$ cat config.mk
export PLATFORM = sky130hd
export DESIGN_NAME = if_stage
export DESIGN_NICKNAME = d
export VERILOG_FILES = /design/src/rtl/if_stage.sv
export SDC_FILE = /design/constraint.sdc
export NUM_CORES = 1
export LEC_CHECK = 0
export ABC_AREA = 1
export BUFFER_PORTS_ARGS = -buffer_cell sky130_fd_sc_hd__buf_2
export CORE_MARGIN = 2
export CORE_UTILIZATION = 45
export DETAILED_ROUTE_END_ITERATION = 8
export PLACE_DENSITY_LB_ADDON = 0.15
export SETUP_SLACK_MARGIN = 0.3
export SYNTH_ARGS = -nofsm -noshare
export SYNTH_HDL_FRONTEND = slang
export SYNTH_SLANG_ARGS = --single-unit
$ cat constraint.sdc
create_clock -name clk -period 3.1 [get_ports clk]
set_input_delay 0.62 -clock clk [delete_from_list [all_inputs] [get_ports clk]]
set_output_delay 0.62 -clock clk [all_outputs]
set_load 0.005 [all_outputs]
$ cat src/rtl/if_stage.sv
// if_stage: instruction fetch with a one-entry skid buffer and
// redirect handling for a single outstanding imem read.
module if_stage #(
    parameter logic [31:0] RESET_PC = 32'h0000_0000
) (
    input  logic        clk,
    input  logic        rst_n,
    input  logic        stall,
    input  logic        branch_taken,
    input  logic [31:0] branch_target,
    output logic        imem_req,
    output logic [31:0] imem_addr,
    input  logic        imem_ack,
    input  logic [31:0] imem_rdata,
    output logic [31:0] if_instr,
    output logic [5:0]  instr_op,
    output logic [31:0] if_pc_plus4,
    output logic        if_valid
);

    typedef enum logic [1:0] {
        IDLE,
        FETCH,
        FULL,
        DRAIN
    } state_t;

    state_t      state;
    logic [31:0] pc;
    logic [31:0] skid_instr;
    logic [31:0] skid_pc_plus4;
    logic        load;
    logic [31:0] pc_inc;
    logic [31:0] tgt;

    assign load     = !stall || !if_valid;
    assign pc_inc   = pc + 32'd4;
    assign tgt      = branch_target & 32'hFFFF_FFFC;
    assign instr_op = if_instr[31:26];

    always_ff @(posedge clk or negedge rst_n) begin
        if (!rst_n) begin
            state         <= IDLE;
            pc            <= RESET_PC;
            imem_req      <= 1'b0;
            imem_addr     <= RESET_PC;
            if_instr      <= '0;
            if_pc_plus4   <= '0;
            if_valid      <= 1'b0;
            skid_instr    <= '0;
            skid_pc_plus4 <= '0;
        end else begin
            unique case (state)
                IDLE: begin
                    state    <= FETCH;
                    imem_req <= 1'b1;
                    if (branch_taken) begin
                        pc        <= tgt;
                        imem_addr <= tgt;
                    end else begin
                        imem_addr <= pc;
                    end
                end

                FETCH: begin
                    if (branch_taken) begin
                        pc            <= tgt;
                        if_valid      <= 1'b0;
                        if_instr      <= '0;
                        skid_instr    <= '0;
                        skid_pc_plus4 <= '0;
                        // Without an ack the old read is still in flight;
                        // keep its address on the bus until it returns.
                        if (imem_ack) begin
                            imem_addr <= tgt;
                        end else begin
                            state <= DRAIN;
                        end
                    end else if (imem_ack) begin
                        pc        <= pc_inc;
                        imem_addr <= pc_inc;
                        if (load) begin
                            if_instr    <= imem_rdata;
                            if_pc_plus4 <= pc_inc;
                            if_valid    <= 1'b1;
                        end else begin
                            skid_instr    <= imem_rdata;
                            skid_pc_plus4 <= pc_inc;
                            state         <= FULL;
                            imem_req      <= 1'b0;
                        end
                    end else if (!stall) begin
                        if_valid <= 1'b0;
                        if_instr <= '0;
                    end
                end

                FULL: begin
                    if (branch_taken) begin
                        pc            <= tgt;
                        imem_addr     <= tgt;
                        imem_req      <= 1'b1;
                        state         <= FETCH;
                        if_valid      <= 1'b0;
                        if_instr      <= '0;
                        skid_instr    <= '0;
                        skid_pc_plus4 <= '0;
                    end else if (load) begin
                        if_instr    <= skid_instr;
                        if_pc_plus4 <= skid_pc_plus4;
                        if_valid    <= 1'b1;
                        imem_req    <= 1'b1;
                        state       <= FETCH;
                    end
                end

                DRAIN: begin
                    if (branch_taken) begin
                        pc <= tgt;
                    end
                    if (imem_ack) begin
                        state     <= FETCH;
                        imem_addr <= branch_taken ? tgt : pc;
                    end
                end
            endcase
        end
    end

endmodule

==> results_dict.tcl <==
set metrics [dict create \
    outcome "finished, final reports clean" \
    fmax_mhz 382 \
    worstSkewPairLatency_ns 0.44 \
    antenna_left 0 \
    area_growth_pct 15.8 \
    critical_path_required_ns 3.48 \
    setup_ws_ns 0.480 \
    regArea_um2 4900 \
    yosysTopAreaCell "dfrtp_1" \
    grt_pass1_vias 8918 \
    vdd_drop_max_mv 0.505 \
    placed_cells 1794 \
    initial_utilization_pct 45.6 \
    synth_compound_area_share_pct 17.1 \
    htreeDepth 4 \
    synthFlopType "dfrtp_1" \
    post_route_cells_drive_above_1_share_pct 16.2 \
    ctsResizeCount 0 \
    synthTopCellsByArea "dfrtp_1 (48%), nand2_1 (17%), o21ai_0 (6.2%)" \
    tightestPinTransition_ns 0.821 \
    antenna_found_initial 1 \
    grt_max_degree 80 \
    gp_congestion 0.916 \
    grt_pass1_wl_um 47500 \
    numCtsBuffers 17 \
    critPathCaptureType "register" \
    grt_usage_pct 24.8 \
    cp.arrival_ns 3.00 \
    vias 9466 \
    hp-class "in2async" \
    postSynthCellCount 1402 \
    max_slew_margin_pct 45.2 \
    postSynthAreaPerCell_um2 7.35 \
    crit_fanout 30 \
    power_density_nw_per_um2 1080 \
    cts.sinks 196 \
    finalClockSkew_ns 0.0148 \
    yosysUniqueCellTypes 34 \
    yosys_warnings 0 \
    maxSlewViolCount 0 \
    ios 173 \
    hold_viol 0 \
    first_pass_iters 6 \
    fillCellCount 2217 \
    cts_buffer_depth 2 \
    fin_total_pwr_mw 12.9 \
    drc 0 \
    maxCapViolCount 0 \
    crit_type "reg2reg" \
    cts_setup_buffers 0 \
    synth_nets 1475 \
    rows 55 \
    synth_top_area_share_pct 47.6 \
    hold_ws_ns 0.208 \
    wl_um 28900 \
    core-area_um2 22600 \
    fin_crit_sh_pct 84.5 \
    synth-simple-area-share_pct 25.6 \
    crit_path_start_kind "register" \
    path_clk_slew_ns 0.08 \
    die_x_um 155 \
    dieArea_um2 24100 \
    synth_top_family_by_area "simple AND/OR/NAND/NOR gates" \
    synth-xor-area-share_pct 1.11 \
    cts_root_buf "clkbuf_16" \
    final_cells 1827 \
    syn_area_um2 10300 \
    viasPerCell 5.18 \
    ys_seq_area_share_pct 47.6 \
    wire_per_inst_um 15.8 \
    first_iter_violations 761 \
    fp.dieH_um 155 \
    multiInputGateArea_um2 4570 \
    ys_ff_latch 196 \
    grt-ovfl-total 0 \
    fin_tns_setup_ns 0 \
    portBuffers 170 \
    reg2reg_slack_ns 0.48 \
    final_nets 1601 \
    place_ws_ns 0.477 \
    synth_edf_count 0 \
    synth_mux_area_share_pct 0 \
    final-setup-viol-count 0 \
    p_leak_nw 5.98 \
    cts_tree "done" \
    asyncSetResetFlopFracSynth_pct 100 \
    fin_crit_ns 2.62 \
    dp_hpwl_um 20000 \
    rsz0062_at_grt "no" \
    synth_fa_ha_area_share_pct 0.486 \
]
[logic make-up (layout without fill, tap and decap cells)]
group	after synthesis	in the layout
XOR/XNOR	13	13
adder cells (fa/ha/maj)	4	4
other	0	1
AND/OR/NAND/NOR	656	656
flip-flops	196	196
AO/OA/AOI/OAI	329	329
buffers and inverters	204	343
[state kept, by name, summed over array words and instances, names as in the netlist]
register / cells
if_instr: 32
skid_pc_plus4: 32
imem_addr: 32
imem_req: 1
pc: 32
if_valid: 1
state: 2
if_pc_plus4: 32
skid_instr: 32
[critical path, stage by stage, from the launching register on]
cell and delay (ns):
dfrtp_1 0.43, inv_1 0.07, ha_1 0.35, inv_2 0.31, nor2_2 0.11, nor3_4 0.42, inv_2 0.25, buf_4 0.30
a31oi_1 0.19, nand2_1 0.07, nand2_1 0.06
[through the flow]
stage                     cell area [um^2]  utilization [%]
after floorplan                      10300                -
after global placement               11300             50.3
after detailed placement             11300             50.3
after CTS                            11900             52.8
after global routing                 11900             52.8
final                                11900             52.8
[layout by cell type, fill, tap and decap left out, drive strengths merged, types with 2 or more instances in the layout]
master,synthesis,final
clkinvlp,0,2
ha,4,4
inv,121,127
dfrtp,196,196
o21ai,205,205
o21a,5,5
buf,45,189
a21oi,81,81
nand3,65,65
and2,4,4
a22oi,12,12
clkinv,0,5
a21o,3,3
nand2,467,467
nor2,118,118
a22o,4,4
o31ai,3,3
a31oi,12,12
clkbuf,38,20
xor2,12,12
[worst paths after layout]
path / end / cells after the start / start
worst max-delay path: imem_addr[17] / 10 / state[1]
worst min-delay path: imem_addr[3] / 1 / rst_n
worst max register to register: imem_addr[17] / 10 / state[1]
worst min register to register: if_pc_plus4[4] / 2 / if_pc_plus4[4]
max in group asynchronous: if_pc_plus4[25] / 2 / rst_n
min in group clk: skid_instr[27] / 3 / imem_rdata[27]
[Yosys cell counts, types with 4 or more instances]
library cell and n:
a21oi_1 80, a22o_1 4, a22oi_1 12, a31oi_1 12
and2_1 4, buf_1 5, buf_2 32, buf_4 8
clkbuf_1 38, dfrtp_1 196, ha_1 4, inv_1 111
inv_2 10, nand2_1 464, nand3_1 64, nor2_1 108
nor2_2 7, o21a_1 5, o21ai_0 128, o21ai_1 77
xor2_1 12
[metal layers]
metal | vias to the layer above | GRT usage, % | share of wire, %
li1 | 4769 | - | -
met1 | 4339 | 39.9 | 51
met2 | 333 | 34.3 | 41
met3 | 25 | 3.76 | 7.3
met4 | 0 | 6.77 | 1.4
met5 | - | 0 | 0
[where the power goes]
group          leakage, nW  total [mW]  switching, mW  internal (mW)
sequential            2.51        4.36          0.701           3.66
clock                0.278        2.19           1.09           1.09
combinational         3.20        6.32           4.18           2.14
total                 5.98        12.9           5.97           6.89
[final cells by class]
cell class,instances,area share (%)
Antenna cell,1,0.0210
Clock buffer,19,3.71
Clock inverter,13,1.14
Inverter,121,3.81
Multi-Input combinational cell,1002,38.3
Sequential cell,196,41.1
Tap cell,285,2.99
Timing Repair Buffer,190,8.88
[repair_timing]
| item | 4_1_cts | 5_1_grt |
|---|---|---|
| setup endpoints to repair | 0 | 6 |
| hold endpoints to repair | 0 | 0 |
| hold buffers | 0 | 0 |
(Power assumes the default switching activity.)
